### config.mk
export PLATFORM = sky130hd
export DESIGN_NAME = lsu_bus_arbiter
export DESIGN_NICKNAME = d
export VERILOG_FILES = /design/src/rtl/lsu_bus_pkg.sv /design/src/rtl/addr_region_decode.sv /design/src/rtl/lsu_bus_arbiter.sv
export SDC_FILE = /design/constraint.sdc
export NUM_CORES = 1
export LEC_CHECK = 0
export CORE_AREA = 5 5 158 160
export CTS_CLUSTER_SIZE = 16
export DETAILED_ROUTE_END_ITERATION = 10
export DIE_AREA = 0 0 163 165
export PLACE_DENSITY_LB_ADDON = 0.2
export SYNTH_ARGS = -nofsm -noshare
export SYNTH_HDL_FRONTEND = slang
export SYNTH_SLANG_ARGS = --single-unit
### constraint.sdc
create_clock -name i_clk -period 4.9 [get_ports i_clk]
set_clock_uncertainty 0.1 [all_clocks]
set_input_delay 0.98 -clock i_clk [delete_from_list [all_inputs] [get_ports i_clk]]
set_output_delay 0.98 -clock i_clk [all_outputs]
set_load 0.005 [all_outputs]
### src/rtl/lsu_bus_pkg.sv
// -----------------------------------------------------------------------------
// lsu_bus_pkg
// Shared types and default address map for the LSU bus arbiter and any other
// bus user that needs to classify an address.
//   arb_state_e : arbiter FSM states
//   region_e    : result of an address decode
//   LSU_*       : default address-map constants (DMEM base is 0)
// -----------------------------------------------------------------------------
package lsu_bus_pkg;

  typedef enum logic [1:0] {
    IDLE     = 2'd0,
    DMEM_ACC = 2'd1,
    IO_WAIT  = 2'd2,
    RESP     = 2'd3
  } arb_state_e;

  typedef enum logic [1:0] {
    REG_DMEM = 2'd0,
    REG_IO   = 2'd1,
    REG_NONE = 2'd2
  } region_e;

  localparam logic [31:0] LSU_DMEM_TOP   = 32'h0000_07FF;
  localparam logic [31:0] LSU_IO_BASE    = 32'h1000_0000;
  localparam logic [31:0] LSU_IO_TOP     = 32'h1001_0FFF;
  localparam int unsigned LSU_IO_TIMEOUT = 255;

  // Master identifiers as stored in the owner / round-robin registers.
  localparam logic LSU_M0 = 1'b0;
  localparam logic LSU_M1 = 1'b1;

endpackage

### src/rtl/addr_region_decode.sv
// -----------------------------------------------------------------------------
// addr_region_decode
// Combinational byte-address classifier: DMEM (0..DMEM_TOP), IO
// (IO_BASE..IO_TOP) or unmapped.
// Ports:
//   i_addr   : byte address
//   o_region : REG_DMEM / REG_IO / REG_NONE
// -----------------------------------------------------------------------------
module addr_region_decode
  import lsu_bus_pkg::*;
#(
  parameter int unsigned       ADDR_W   = 32,
  parameter logic [ADDR_W-1:0] DMEM_TOP = ADDR_W'(LSU_DMEM_TOP),
  parameter logic [ADDR_W-1:0] IO_BASE  = ADDR_W'(LSU_IO_BASE),
  parameter logic [ADDR_W-1:0] IO_TOP   = ADDR_W'(LSU_IO_TOP)
) (
  input  logic [ADDR_W-1:0] i_addr,
  output region_e           o_region
);

  always_comb begin
    o_region = REG_NONE;
    if (i_addr <= DMEM_TOP) begin
      o_region = REG_DMEM;
    end else if ((i_addr >= IO_BASE) && (i_addr <= IO_TOP)) begin
      o_region = REG_IO;
    end
  end

endmodule

### src/rtl/lsu_bus_arbiter.sv
// -----------------------------------------------------------------------------
// lsu_bus_arbiter
// Shares the data-memory port and the IO port between M0 (core LSU) and M1
// (debug/DMA). One transaction in flight: grant in IDLE, then DMEM_ACC (one
// dmem strobe), IO_WAIT (hold o_io_valid until i_io_ready) or straight to RESP
// for unmapped addresses; RESP returns a one-cycle rvalid to the owner.
// Ties are broken round-robin; after reset M0 wins the first tie.
//
// Optional feature macro: ARB_TIMEOUT_EN
//   defined   : IO_WAIT gives up after IO_TIMEOUT cycles and answers err=1
//   undefined : IO_WAIT waits for i_io_ready indefinitely
//
// Ports:
//   i_clk, i_reset                 clock, synchronous active-high reset
//   i_mX_req/addr/wren/wdata/bmask requester X access (held until o_mX_gnt)
//   o_mX_gnt                       request accepted this cycle (combinational)
//   o_mX_rvalid/rdata/err          one-cycle response to requester X
//   o_dmem_*, i_dmem_rdata         data-memory port (1-cycle read latency)
//   o_io_*, i_io_ready, i_io_rdata IO port with ready handshake
// -----------------------------------------------------------------------------
module lsu_bus_arbiter
  import lsu_bus_pkg::*;
#(
  parameter int unsigned       ADDR_W     = 32,
  parameter int unsigned       DATA_W     = 32,
  parameter logic [ADDR_W-1:0] DMEM_TOP   = ADDR_W'(LSU_DMEM_TOP),
  parameter logic [ADDR_W-1:0] IO_BASE    = ADDR_W'(LSU_IO_BASE),
  parameter logic [ADDR_W-1:0] IO_TOP     = ADDR_W'(LSU_IO_TOP),
  parameter int unsigned       IO_TIMEOUT = LSU_IO_TIMEOUT
) (
  input  logic              i_clk,
  input  logic              i_reset,

  input  logic              i_m0_req,
  input  logic [ADDR_W-1:0] i_m0_addr,
  input  logic              i_m0_wren,
  input  logic [DATA_W-1:0] i_m0_wdata,
  input  logic [3:0]        i_m0_bmask,
  output logic              o_m0_gnt,
  output logic              o_m0_rvalid,
  output logic [DATA_W-1:0] o_m0_rdata,
  output logic              o_m0_err,

  input  logic              i_m1_req,
  input  logic [ADDR_W-1:0] i_m1_addr,
  input  logic              i_m1_wren,
  input  logic [DATA_W-1:0] i_m1_wdata,
  input  logic [3:0]        i_m1_bmask,
  output logic              o_m1_gnt,
  output logic              o_m1_rvalid,
  output logic [DATA_W-1:0] o_m1_rdata,
  output logic              o_m1_err,

  output logic              o_dmem_en,
  output logic              o_dmem_wren,
  output logic [ADDR_W-1:0] o_dmem_addr,
  output logic [DATA_W-1:0] o_dmem_wdata,
  output logic [3:0]        o_dmem_bmask,
  input  logic [DATA_W-1:0] i_dmem_rdata,

  output logic              o_io_valid,
  output logic              o_io_wren,
  output logic [ADDR_W-1:0] o_io_addr,
  output logic [DATA_W-1:0] o_io_wdata,
  output logic [3:0]        o_io_bmask,
  input  logic              i_io_ready,
  input  logic [DATA_W-1:0] i_io_rdata
);

  arb_state_e        r_state;
  logic              r_rr_last;
  logic              r_owner;
  logic [ADDR_W-1:0] r_addr;
  logic              r_wren;
  logic [DATA_W-1:0] r_wdata;
  logic [3:0]        r_bmask;
  logic [DATA_W-1:0] r_rdata;
  logic              r_err;
  logic              r_from_dmem;

  logic              w_idle;
  logic              w_dmem_acc;
  logic              w_io_wait;
  logic              w_resp;
  logic              w_win_m1;
  logic              w_grant;
  logic [ADDR_W-1:0] w_win_addr;
  region_e           w_region;
  logic              w_tmo;
  logic [DATA_W-1:0] w_resp_rdata;

  assign w_idle     = (r_state == IDLE);
  assign w_dmem_acc = (r_state == DMEM_ACC);
  assign w_io_wait  = (r_state == IO_WAIT);
  assign w_resp     = (r_state == RESP);

  // M1 wins when it is the only requester, or on a tie when M0 was granted last.
  assign w_win_m1   = i_m1_req & (~i_m0_req | (r_rr_last == LSU_M0));
  // No grant while reset is asserted: the accepted request would be lost.
  assign w_grant    = w_idle & (i_m0_req | i_m1_req) & ~i_reset;
  assign o_m0_gnt   = w_grant & ~w_win_m1;
  assign o_m1_gnt   = w_grant & w_win_m1;
  assign w_win_addr = w_win_m1 ? i_m1_addr : i_m0_addr;

  addr_region_decode #(
    .ADDR_W   (ADDR_W),
    .DMEM_TOP (DMEM_TOP),
    .IO_BASE  (IO_BASE),
    .IO_TOP   (IO_TOP)
  ) u_decode (
    .i_addr   (w_win_addr),
    .o_region (w_region)
  );

`ifdef ARB_TIMEOUT_EN
  localparam int unsigned       TMO_W    = (IO_TIMEOUT > 255) ? $clog2(IO_TIMEOUT + 1) : 8;
  localparam logic [TMO_W-1:0]  TMO_LAST = TMO_W'(IO_TIMEOUT - 1);

  logic [TMO_W-1:0] r_tmo_cnt;

  // Counts IO_WAIT cycles; zero in the first cycle of every IO_WAIT visit,
  // so o_io_valid stays up for exactly IO_TIMEOUT cycles before giving up.
  always_ff @(posedge i_clk) begin
    if (i_reset || !w_io_wait) begin
      r_tmo_cnt <= '0;
    end else begin
      r_tmo_cnt <= r_tmo_cnt + 1'b1;
    end
  end

  assign w_tmo = w_io_wait & ~i_io_ready & (r_tmo_cnt == TMO_LAST);
`else
  assign w_tmo = 1'b0;
`endif

  // FSM and arbitration state
  always_ff @(posedge i_clk) begin
    if (i_reset) begin
      r_state   <= IDLE;
      r_rr_last <= LSU_M1;
      r_owner   <= LSU_M0;
    end else begin
      unique case (r_state)
        IDLE: begin
          if (w_grant) begin
            r_owner   <= w_win_m1;
            r_rr_last <= w_win_m1;
            unique case (w_region)
              REG_DMEM: r_state <= DMEM_ACC;
              REG_IO:   r_state <= IO_WAIT;
              default:  r_state <= RESP;
            endcase
          end
        end
        DMEM_ACC: r_state <= RESP;
        IO_WAIT: begin
          if (i_io_ready || w_tmo) begin
            r_state <= RESP;
          end
        end
        default: r_state <= IDLE;
      endcase
    end
  end

  // Transaction fields and response payload
  always_ff @(posedge i_clk) begin
    if (w_grant) begin
      r_addr      <= w_win_addr;
      r_wren      <= w_win_m1 ? i_m1_wren  : i_m0_wren;
      r_wdata     <= w_win_m1 ? i_m1_wdata : i_m0_wdata;
      r_bmask     <= w_win_m1 ? i_m1_bmask : i_m0_bmask;
      r_rdata     <= '0;
      r_err       <= (w_region == REG_NONE);
      r_from_dmem <= (w_region == REG_DMEM);
    end else if (w_io_wait && i_io_ready) begin
      r_rdata     <= r_wren ? '0 : i_io_rdata;
    end else if (w_tmo) begin
      r_err       <= 1'b1;
    end
  end

  // DMEM load data arrives in the RESP cycle itself and is forwarded directly.
  assign w_resp_rdata = (r_from_dmem && !r_wren) ? i_dmem_rdata : r_rdata;

  assign o_m0_rvalid  = w_resp & (r_owner == LSU_M0);
  assign o_m1_rvalid  = w_resp & (r_owner == LSU_M1);
  assign o_m0_rdata   = o_m0_rvalid ? w_resp_rdata : '0;
  assign o_m1_rdata   = o_m1_rvalid ? w_resp_rdata : '0;
  assign o_m0_err     = o_m0_rvalid & r_err;
  assign o_m1_err     = o_m1_rvalid & r_err;

  // Port fields are zero outside their strobe so idle buses stay quiet.
  assign o_dmem_en    = w_dmem_acc;
  assign o_dmem_wren  = w_dmem_acc & r_wren;
  assign o_dmem_addr  = w_dmem_acc ? r_addr  : '0;
  assign o_dmem_wdata = w_dmem_acc ? r_wdata : '0;
  assign o_dmem_bmask = w_dmem_acc ? r_bmask : '0;

  assign o_io_valid   = w_io_wait;
  assign o_io_wren    = w_io_wait & r_wren;
  assign o_io_addr    = w_io_wait ? r_addr  : '0;
  assign o_io_wdata   = w_io_wait ? r_wdata : '0;
  assign o_io_bmask   = w_io_wait ? r_bmask : '0;

endmodule

==> impl_metrics.toml <==
[pwr]
power_frac_seq_pct = 36.8
leakage_nw = 4.16
switching_power_mw = 1.06
swShare_pct = 31.6
internal_power_mw = 2.30
ir_drop_uv = 162
power.density_nw_per_um2 = 306
pwr-share-clk_pct = 22.3
pwr-share-comb_pct = 40.9

[route]
drt-vias-per-instance = 4.37
drt_iter0_markers = 284
wl_per_cell_um = 16.9
ant_nets = 0
drc = 0
wl_mm = 24.8
vias = 6405
first_pass_iters = 6

[synthesis]
synth.most_common_cell = "nand2_1"
async_flop_share_pct = 0
synth-edff-count = 71
synth_ff_type = "edfxtp_1"
yosys.area.top_type_share_pct = 34.5
yosys-top-cells-area = "edfxtp_1 (35%), and2_1 (14%), nand2_1 (13%), dfxtp_1 (12%), nor2_1 (6.3%)"
synth_seq_cells = 107
synth.distinct_cells = 31
yosys.area.top_type = "edfxtp_1"
synth_nets = 972
yosysSeqAreaShare_pct = 46.2
ys_warn_count = 0
synth_area_um2 = 6170
syn_area_per_cell_um2 = 8.12
synth_common_cells = "nand2_1 (210), and2_1 (139), nor2_1 (104)"
synthCells = 760

[floorplan]
die-width_um = 163
start_util_pct = 26.5
rows = 56
core_um2 = 23300
io_pins = 417
dieArea_um2 = 26900
die_y_um = 165

[global_route]
grt_pass1_wl_mm = 37.0
grt_max_degree = 105
antenna_found_initial = 0
grt-ovfl-total = 0
grt_pass1_vias = 6478
groute.usage.overall_pct = 17.8

[critical_path]
path_max_fanout = 5
cp-end-kind = "output port"
critPathKind = "in -> out"
crit_path_start_kind = "input port"
crit_required_ns = 3.82
worstPathArrival_ns = 2.52

[layout]
num_antenna_cells = 0
final_nets = 1355
drive_gt1_share_pct = 2.79
fill_cells = 2366
multi_input_area_um2 = 3120
area.sequential_um2 = 2850
syn_to_final_growth_pct = 77.2

[clocking]
cts_made_buffers = 9
cts_setup_buffers = 0
h-tree-depth = 3
path_clk_slew_ns = 0.07
cts_root_buffer = "clkbuf_16"
cts_hold_buf = 0
cts_tree = "yes"
clock_sinks = 107
cts_resized = 0
clock_path_buffers = 2
insertion_delay_ns = 0.35

[sta]
rsz0062_at_grt = "no"
slew_headroom_pct = 42.1
hold_viol = 0
drv_slew = 0
max_freq_ghz = 0.277
finalCriticalPeriod_ns = 3.60
worst_pin_slew_ns = 0.869
fin_setup_tns_ns = 0
finalCritPeriodShare_pct = 73.6
fin_ws_ns = 1.30
setup_viol = 0

[placed_design]
dp_hpwl_mm = 18.6
port-buffer-count = 416
place_congestion = 0.780
place_ws_ns = 1.30

[min_path]
hp-class = "reg -> reg"

[run_status]
status = "finished, final reports clean"

[flow_run]
max_cap_violations = 0
-- final timing paths --
kind                   start         end  slack, ns  depth (start not counted)
setup / recovery    i_m1_req    o_m1_gnt       1.30                          4
hold reg to reg   r_rdata[4]  r_rdata[4]       0.39                          2
setup reg to reg   r_rr_last       r_err       2.70                          4
hold / removal    r_rdata[4]  r_rdata[4]       0.39                          2
-- critical path, stage by stage --
cell and delay (ns):
clkdlybuf4s50_1 0.56, a21bo_2 0.26, nor3_1 0.19, clkdlybuf4s50_1 0.53
-- layout by cell type (no fill, tap or decap), types with 2 or more instances in the layout --
master             n
a21oi_1           34
a32oi_1            2
and2_1           139
buf_4             10
clkbuf_1           3
clkbuf_16          9
clkdlybuf4s50_1  416
clkinv_4           2
dfxtp_1           36
edfxtp_1          71
ha_1               3
ha_2               2
inv_1              6
mux2i_1           33
nand2_1          209
nand2b_1           3
nand4_1            2
nor2_1           103
nor2b_1            2
nor3_1             3
nor3b_1           32
nor4_1             7
o21ai_0            3
or4_1              2
-- metrics by stage --
step / power [mW] / hold WS, ns / area [um^2] / utilization [%] / std cells
detailed placement: 2.65 / 0.375 / 10700 / 45.8 / 1451
finish: 3.35 / 0.388 / 10900 / 47.0 / 1467
CTS: 3.42 / 0.392 / 10900 / 47.0 / 1467
floorplan: 1.83 / 0.356 / 6170 / - / 760
global placement: 2.65 / 0.367 / 10700 / 45.8 / 1451
global route: 3.57 / 0.423 / 10900 / 47.0 / 1467
-- cells by family (layout without fill, tap and decap cells) --
kind of cell	Yosys count	after routing	share of synthesized area [%]
AO/OA/AOI/OAI	47	47	4.36
adder cells (fa/ha/maj)	5	5	1.01
buffers and inverters	61	449	3.81
flip-flops	107	107	46.2
multiplexers	33	33	5.35
AND/OR/NAND/NOR	507	507	39.3
-- state kept, by name (all words and copies together), names as in the netlist --
signal	count
r_addr	32
r_rdata	32
r_wdata	32
r_bmask	4
r_state	2
r_err	1
r_from_dmem	1
r_owner	1
r_rr_last	1
r_wren	1
-- area by class of cell --
class | count | area share [%]
clock buffer | 12 | 2.16
timing repair buffer | 427 | 38.9
inverter | 6 | 0.206
tap | 319 | 3.65
clock inverter | 4 | 0.469
multi-input combinational | 592 | 28.5
sequential | 107 | 26.1
-- routing by layer --
metal  vias up  global-route usage [%]  wire length (um)
met3        27                    6.76              2440
li1       3230                       -                 -
met5         -                       0                 0
met2       260                    32.0             12300
met4         0                    5.87               533
met1      2888                    19.4              9530
-- power groups by stage --
| stage | clock (mW) | sequential (mW) | combinational, mW |
|---|---|---|---|
| detailed placement | 0 | 1.25 | 1.40 |
| global placement | 0 | 1.25 | 1.40 |
| global route | 0.810 | 1.25 | 1.50 |
| CTS | 0.777 | 1.23 | 1.40 |
| floorplan | 0 | 1.23 | 0.600 |
| finish | 0.748 | 1.23 | 1.37 |
No activity file was read; power rests on OpenSTA's default activity.
